===== src/rtl/rsi_calc.sv =====
// rsi_calc: windowed RSI from a price stream via ring-buffered gain/loss sums and a 45-step restoring divider; define RSI_ROUND_EN for round-half-up
module rsi_calc #(
    parameter int WINDOW = 14
) (
    input  logic        clk,
    input  logic        rst_n,
    input  logic [31:0] price_in,
    input  logic        price_valid,
    output logic        price_ready,
    output logic [31:0] rsi_,
    output logic        rsi_valid,
    output logic        warm
);
    localparam int PW = (WINDOW > 1) ? $clog2(WINDOW) : 1;
    localparam int CW = $clog2(WINDOW + 1);
    typedef enum logic [1:0] {IDLE, UPDATE, DIVIDE, DONE} state_t;
    state_t r_state, w_next;
    logic [31:0] r_prev, r_gain, r_loss, r_rsi;
    logic        r_have_prev, r_warm, w_warm, w_ge;
    logic [31:0] r_ring_g [WINDOW];
    logic [31:0] r_ring_l [WINDOW];
    logic [PW-1:0] r_ptr;
    logic [CW-1:0] r_cnt;
    logic [37:0] r_gsum, r_lsum, w_gsum, w_lsum;
    logic [38:0] r_den, r_rem, w_den;
    logic [44:0] r_num, w_num;
    logic [39:0] w_trial;
    logic [5:0]  r_step;
    always_comb begin
        w_gsum  = r_gsum - 38'(r_ring_g[r_ptr]) + 38'(r_gain);
        w_lsum  = r_lsum - 38'(r_ring_l[r_ptr]) + 38'(r_loss);
        w_den   = 39'(w_gsum) + 39'(w_lsum);
`ifdef RSI_ROUND_EN
        w_num   = 45'(w_gsum) * 45'd100 + 45'(w_den >> 1);
`else
        w_num   = 45'(w_gsum) * 45'd100;
`endif
        w_warm  = r_warm || (r_cnt == CW'(WINDOW - 1));
        w_trial = {r_rem, r_num[44]};
        w_ge    = w_trial >= {1'b0, r_den};
        w_next  = r_state;
        case (r_state)
            IDLE:    w_next = (price_valid && r_have_prev) ? UPDATE : IDLE;
            UPDATE:  w_next = w_warm ? DIVIDE : IDLE;
            DIVIDE:  w_next = (r_step == 6'd44) ? DONE : DIVIDE;
            default: w_next = IDLE;
        endcase
    end
    assign price_ready = (r_state == IDLE);
    assign rsi_valid   = (r_state == DONE);
    assign rsi_        = r_rsi;
    assign warm        = r_warm;
    always_ff @(posedge clk) begin
        if (!rst_n) r_state <= IDLE;
        else        r_state <= w_next;
    end
    always_ff @(posedge clk) begin
        if (!rst_n) begin
            r_prev      <= '0;
            r_gain      <= '0;
            r_loss      <= '0;
            r_rsi       <= '0;
            r_have_prev <= 1'b0;
            r_warm      <= 1'b0;
            r_ptr       <= '0;
            r_cnt       <= '0;
            r_gsum      <= '0;
            r_lsum      <= '0;
            r_den       <= '0;
            r_rem       <= '0;
            r_num       <= '0;
            r_step      <= '0;
            for (int i = 0; i < WINDOW; i++) begin
                r_ring_g[i] <= '0;
                r_ring_l[i] <= '0;
            end
        end else begin
            if (r_state == IDLE && price_valid) begin
                r_prev      <= price_in;
                r_have_prev <= 1'b1;
                r_gain      <= (price_in > r_prev) ? price_in - r_prev : '0;
                r_loss      <= (price_in < r_prev) ? r_prev - price_in : '0;
            end
            if (r_state == UPDATE) begin
                r_ring_g[r_ptr] <= r_gain;
                r_ring_l[r_ptr] <= r_loss;
                r_ptr  <= (r_ptr == PW'(WINDOW - 1)) ? '0 : r_ptr + 1'b1;
                r_cnt  <= (r_cnt == CW'(WINDOW)) ? r_cnt : r_cnt + 1'b1;
                r_gsum <= w_gsum;
                r_lsum <= w_lsum;
                r_warm <= w_warm;
                r_num  <= w_num;
                r_den  <= w_den;
                r_rem  <= '0;
                r_step <= '0;
            end
            // quotient bits shift into r_num from the bottom as the numerator shifts out the top
            if (r_state == DIVIDE) begin
                r_num  <= {r_num[43:0], w_ge};
                r_rem  <= w_ge ? 39'(w_trial - {1'b0, r_den}) : w_trial[38:0];
                r_step <= r_step + 1'b1;
                if (r_step == 6'd44)
                    r_rsi <= (r_den == '0) ? 32'd50 : {25'd0, r_num[5:0], w_ge};
            end
        end
    end
endmodule


===== config.mk =====
export PLATFORM = sky130hd
export DESIGN_NAME = rsi_calc
export DESIGN_NICKNAME = d
export VERILOG_FILES = /design/src/rtl/rsi_calc.sv
export SDC_FILE = /design/constraint.sdc
export NUM_CORES = 2
export LEC_CHECK = 0
export CAP_MARGIN = 20
export CORE_ASPECT_RATIO = 0.8
export CORE_MARGIN = 2
export CORE_UTILIZATION = 40
export DETAILED_ROUTE_END_ITERATION = 7
export SETUP_SLACK_MARGIN = 0.05
export SKIP_CTS_REPAIR_TIMING = 1
export SLEW_MARGIN = 25
export SYNTH_ARGS = -nofsm -noshare
export SYNTH_HDL_FRONTEND = slang
export SYNTH_SLANG_ARGS = --single-unit

===== constraint.sdc =====
create_clock -name clk -period 7.7 [get_ports clk]
set_clock_uncertainty 0.1 [all_clocks]
set_input_delay 1.925 -clock clk [delete_from_list [all_inputs] [get_ports clk]]
set_output_delay 1.925 -clock clk [all_outputs]
set_load 0.01 [all_outputs]

Word level (Yosys, flattened, before mapping)
Memories as Yosys holds them, arrays and structs flattened. A register that Yosys moved wholly into a read port is not among the register bits.
Cells that the tools add are included.
{"block": "word_totals", "memories": 2, "latchBits": 0, "mem_bits_ro": 0, "reg_bits": 345, "mem_bits_rw": 896, "inputBits": 35}
{"block": "op_classes", "multipliers": 1, "reduce_logical": 10, "shifts": 0, "n_eq_ne": 7, "addsub": 11, "n_mux": 29, "n_bitwise": 1, "n_lt_le_gt_ge": 3, "n_div": 0}
{"name": "r_ring_g", "depth": 14, "width": 32, "rd": 1, "rd_clocked_by_memory_dff": 1, "write_ports": 14, "line_no": "20", "text": "logic [31:0] r_ring_g [WINDOW];"}
{"name": "r_ring_l", "depth": 14, "width": 32, "rd": 1, "rd_clocked_by_memory_dff": 1, "write_ports": 14, "line_no": "21", "text": "logic [31:0] r_ring_l [WINDOW];"}
{"cell": "2-to-1 mux 32 bit", "n": 4}
{"cell": "2-to-1 mux 39 bit", "n": 3}
{"cell": "2-to-1 mux 45 bit", "n": 2}
{"cell": "adder 38 x 32 -> 38 bit", "n": 2}
{"cell": "subtractor 38 x 32 -> 38 bit", "n": 2}
{"cell": "OR reduction 32 bit", "n": 2}
{"cell": "subtractor 32 bit", "n": 2}
{"cell": "multiplier 38 x 5 -> 43 bit (second input constant)", "n": 1}
{"cell": ">= comparator 40 x 39 -> 1 bit", "n": 1}
{"cell": "adder 38 x 38 -> 39 bit", "n": 1}
{"cell": "zero test 39 bit", "n": 1}
{"cell": "subtractor 39 bit", "n": 1}
{"cell": "greater-than comparator 32 bit", "n": 1}
{"cell": "< comparator 32 bit", "n": 1}
{"cell": "2-to-1 mux 4 bit", "n": 7}
{"cell": "== test 4 bit (second input constant)", "n": 3}
{"cell": "2-to-1 mux 6 bit", "n": 2}
{"cell": "adder 4 x 1 -> 4 bit (second input constant)", "n": 2}
{"cell": "2-to-1 mux 1 bit", "n": 8}
{"cell": "2-to-1 mux 7 bit", "n": 1}
{"cell": "adder 6 x 1 -> 6 bit (second input constant)", "n": 1}
{"cell": "== test 6 bit (second input constant)", "n": 1}
{"cell": "one-hot mux 2 bit (3 select lines)", "n": 1}
{"cell": "== test 2 bit (second input constant)", "n": 2}
{"cell": "other kinds (8)", "n": 10}

Longest topological paths before layout
{"block": "logic_depth", "ltp_word": 6, "depth_mapped": 35, "ltp_nobuf": 32}

Worst setup path after synthesis
OpenSTA, ideal clock, no wires.
{"block": "synth_path", "path_type": "flip-flop to flip-flop", "start": "reg with a tool-made name", "end": "reg r_num[34]", "synth_period_minus_slack_ps": 8416, "slack_ps": -716, "setup_ps": 81, "stages_incl_launch_ff": 30, "path_buffers": 3, "arrival_time_ps": 8236, "cell_sequence": "dfxtp_1 > clkbuf_1 > clkbuf_1 > buf_1 > mux4_2 > mux4_2 > ha_1 > inv_1 > ha_1 > fa_1 > a211o_1 > a211oi_1 > nor2_1 > a21oi_1 > nand2b_1 > o31a_1 > nand2_1 > a221o_1 > a21oi_1 > xnor2_1 > ha_1 > ha_1 > fa_1 > ha_1 > o41ai_1 > o211ai_1 > nor2_1 > nor2_1 > or4b_2 > a41oi_1"}
{"element": "end signal, assigned", "line_no": "92", "text": "r_num <= w_num;"}
{"element": "end signal, assigned", "line_no": "99", "text": "r_num <= {r_num[43:0], w_ge};"}
{"element": "end, declared", "line_no": "26", "text": "logic [44:0] r_num, w_num;"}

==> Flow_metrics.wiki <==
{| class="wikitable"
! Metric !! Value
|-
| Util after Layout || 48.05%
|-
| Unrepaired setup endpoints after global routing || true
|-
| Sequential element share of the synthesized area || 49.94%
|-
| Layout cells sized above 1 || 22.27%
|-
| Grt total ovfl || 0
|-
| XOR/XNOR Fraction of Synth Area || 2.690%
|-
| DRC violation total after the first TritonRoute iteration || 6031
|-
| Number of nets in the layout || 7318
|-
| Buffer type at the clock tree root || sky130_fd_sc_hd__clkbuf_16
|-
| Clock latency on the worst-skew pair || 0.83 ns
|-
| Sort of element at the start of the critical path || flip-flop
|-
| Post-synthesis share of cell area spent on full adders, half adders and majority gates || under 10%
|-
| Synthesized instance count || 6472
|-
| Run status || finished, violations left
|-
| Count of buffers inserted at the top-level ports || 44
|-
| Final worst path period need || between 7 and 8 ns
|-
| Number of DRC violations after detailed routing || 0
|-
| Number of enable flip-flop cells after synthesis || 1024
|-
| Detailed-placement wirelength estimate || 149900 um
|-
| Yosys warning total || 0
|-
| Via density || 5.894
|-
| Crit-path most repeated cell || sky130_fd_sc_hd__buf_4
|-
| Wire length of the first global-routing pass || 345500 um
|-
| Floorplan Core Area || 0.1849 mm2
|-
| Clock Sink Count || 1348
|-
| Dominant combinational cell family by area after synthesis || simple AND/OR/NAND/NOR gates
|-
| Netlist Area Pre-Place || approximately 0.075 mm2
|-
| Global-route usage over all layers || about a quarter
|-
| Top Ports || 70
|-
| Wire per inst || between 20 and 25 um
|-
| Clock tree from TritonCTS || done
|-
| Placer Congestion || 0.8870
|-
| Antenna violations before repair || 9
|-
| Maximum clock frequency || 129.2 MHz
|-
| Endpoints failing setup || 2
|-
| Count of state elements after synthesis || 1348
|-
| Largest cells by area after synthesis || sky130_fd_sc_hd__edfxtp_1, sky130_fd_sc_hd__mux4_2, sky130_fd_sc_hd__dfxtp_1
|-
| Final Non-Filler Cells || approximately 9400
|-
| Detailed Routing Iterations Pass 1 || 6
|-
| Synth async-reset ratio || 0%
|-
| FILL cells || 16370
|-
| Clock Path Buffers || 3
|-
| LEAKAGE || about 33 nW
|-
| Worst Setup Slack, final || -0.03714 ns
|-
| Commonest cells in the netlist || sky130_fd_sc_hd__edfxtp_1, sky130_fd_sc_hd__inv_1, sky130_fd_sc_hd__nor3_1
|-
| Number of placement rows || ~140
|-
| Max-slew headroom at the worst pin || 27.23%
|-
| Fraction of the mapped netlist area in simple logic gates || around 13%
|-
| Violations in the final reports || negative setup slack
|-
| Average footprint of a synthesized cell || 11.52 um2
|-
| Maximum number of pins on one net before global-route repair || around 150
|-
| Total length of routed wires || between 200000 and 250000 um
|-
| Starting Density || 40.33%
|-
| Clock buffers created by TritonCTS || 142
|-
| Kind of critical path || reg -> reg
|-
| Fraction of the mapped netlist area in compound gates || 9.139%
|-
| Number of global-route vias before repair || 54260
|-
| Post-route antenna net violation count || 0
|-
| Type of the most critical hold path || reg -> reg
|-
| Worst path max stage delay || ~0.57 ns
|-
| Horizontal extent of the die || 486.7 um
|-
| Dominant cell by count in the synthesized netlist || sky130_fd_sc_hd__edfxtp_1
|-
| Count of final max-slew check failures || 0
|-
| Mux share of post-synthesis cell area || between 10 and 15%
|-
| Total vias in the final route || between 50000 and 60000
|-
| Fraction of post-synthesis cell area in the top cell type by area || 41.24%
|-
| Critical Path Fanout Max || 6
|-
| Arrival time of the worst setup path || between 8 and 9 ns
|-
| Dominant synthesized flop cell || sky130_fd_sc_hd__edfxtp_1
|-
| Die outline height || 390.2 um
|-
| WP data required || 8.29 ns
|-
| Number of maximum-capacitance violations || 0
|-
| Final worst-path cycle share || 100.5%
|-
| Layout area overhead || 19.14%
|-
| Cell with the largest stage delay on the worst path || sky130_fd_sc_hd__mux4_2
|-
| Overall power after layout || roughly 38 mW
|-
| Library cell with the largest summed area after synthesis || sky130_fd_sc_hd__edfxtp_1
|-
| Die outline area || 0.1899 mm2
|-
| Deepest level of the CTS H-tree || 4
|-
| Clk slew on worst S/H paths || 0.06 ns
|-
| Kind of capture point of the worst setup path || flip-flop
|-
| Worst Tran Pin Value || 1.091 ns
|-
| Power per cell area || 428.9 mW/mm2
|-
| Multi-input logic area || around 0.035 mm2
|-
| Final Hold Slack || 0.3531 ns
|-
| Maximum vdd ir drop || 0.5783 mV
|-
| Placed instance count || ~9000
|-
| Hold Fails Final Rpt || 0
|-
| Area occupied by registers || 0.03727 mm2
|-
| Cell variety after synth || 91
|}
[registers in the layout, indices dropped and copies added (netlist names), 32 cells and up, named ones only]
register and flops:
r_ring_g 512, r_ring_l 512, r_num 45, r_den 39, r_rem 39, r_gsum 38
r_lsum 38, r_gain 32, r_loss 32, r_prev 32
[power breakdown]
part / internal [mW] / switching [mW] / total, mW
clock network: 4.18 / 3.16 / 7.34
registers: 8.08 / 0.183 / 8.27
logic: 10.8 / 11.7 / 22.5
total: 23.1 / 15.0 / 38.1
[cells by family after synthesis]
family	count (synthesis)
mux	432
fa+ha+maj	444
xor+xnor	229
flops	1348
other cells	1
simple gates	1872
buf+inv	1095
compound gates	1051
[layout by cell type (no fill, tap or decap), types with 29 or more instances in the layout]
cell type and count:
sky130_fd_sc_hd__buf_6 29, sky130_fd_sc_hd__nor4_1 364, sky130_fd_sc_hd__inv_1 527, sky130_fd_sc_hd__nor3_1 502
sky130_fd_sc_hd__nand4_1 36, sky130_fd_sc_hd__clkbuf_16 150, sky130_fd_sc_hd__nand3_1 78, sky130_fd_sc_hd__mux4_2 320
sky130_fd_sc_hd__ha_4 51, sky130_fd_sc_hd__a21o_1 131, sky130_fd_sc_hd__fa_1 98, sky130_fd_sc_hd__clkdlybuf4s50_1 43
sky130_fd_sc_hd__nand2_1 272, sky130_fd_sc_hd__buf_12 33, sky130_fd_sc_hd__xnor2_1 146, sky130_fd_sc_hd__a22oi_1 34
sky130_fd_sc_hd__xor2_1 53, sky130_fd_sc_hd__mux2i_1 110, sky130_fd_sc_hd__a21oi_2 32, sky130_fd_sc_hd__ha_1 286
sky130_fd_sc_hd__clkbuf_1 29, sky130_fd_sc_hd__buf_4 621, sky130_fd_sc_hd__and2_1 113, sky130_fd_sc_hd__nor2_1 307
sky130_fd_sc_hd__a21oi_1 284, sky130_fd_sc_hd__dfxtp_1 316, sky130_fd_sc_hd__o21ai_0 158, sky130_fd_sc_hd__o21ai_1 44
sky130_fd_sc_hd__a22o_1 34, sky130_fd_sc_hd__o211ai_1 38, sky130_fd_sc_hd__a211oi_1 43, sky130_fd_sc_hd__edfxtp_1 1024
[cell type report]
class / count / share of cell area (%)
well taps: 2431 / 3.424
flip-flops and latches: 1348 / 41.95
clock inverters: 72 / 1.173
inverters: 553 / 2.351
repair buffers: 741 / 7.246
multi-input cells: 4053 / 39.45
diodes: 2 / 0.005634
clock buffers: 188 / 4.399
[stage by stage]
stage	cell area, um2	TNS (ns)	setup WS [ns]
2_1_floorplan	74730	-26.75	-0.2090
3_3_place_gp	81050	-1.203	-0.1836
3_5_place_dp	81080	-2.414	-0.2609
4_1_cts	86030	-3.958	-0.3741
5_1_grt	88830	-2.245	-0.2980
6_report	88840	-0.05862	-0.03714
[worst max-delay path: cells and delay by family, from the launching register on]
family	cells	cell delay [ns]
fa+ha+maj	6	2.16
compound gates	12	2.12
buf+inv	11	1.36
mux	2	1.05
flops	1	0.40
xor+xnor	1	0.24
simple gates	1	0.17
[layer usage]
metal / share of wire, % / track usage [%] / vias up
met5: 0.013 / 0 / -
met4: 2.5 / 6.364 / 4
met3: 11 / 6.144 / 337
met2: 44 / 36.12 / 2580
met1: 43 / 34.19 / 27600
li1: - / - / 24810
[path summary, 6_finish.rpt]
check / from / end / slack (ns) / depth (start not counted)
worst max register to register: flip-flop / r_num[39] / -0.04 / 33
worst min register to register: rsi_[0] / rsi_[0] / 0.35 / 2
worst min-delay path: rsi_[0] / rsi_[0] / 0.35 / 2
worst max-delay path: flip-flop / r_num[39] / -0.04 / 33
No activity file was read; power rests on OpenSTA's default activity.
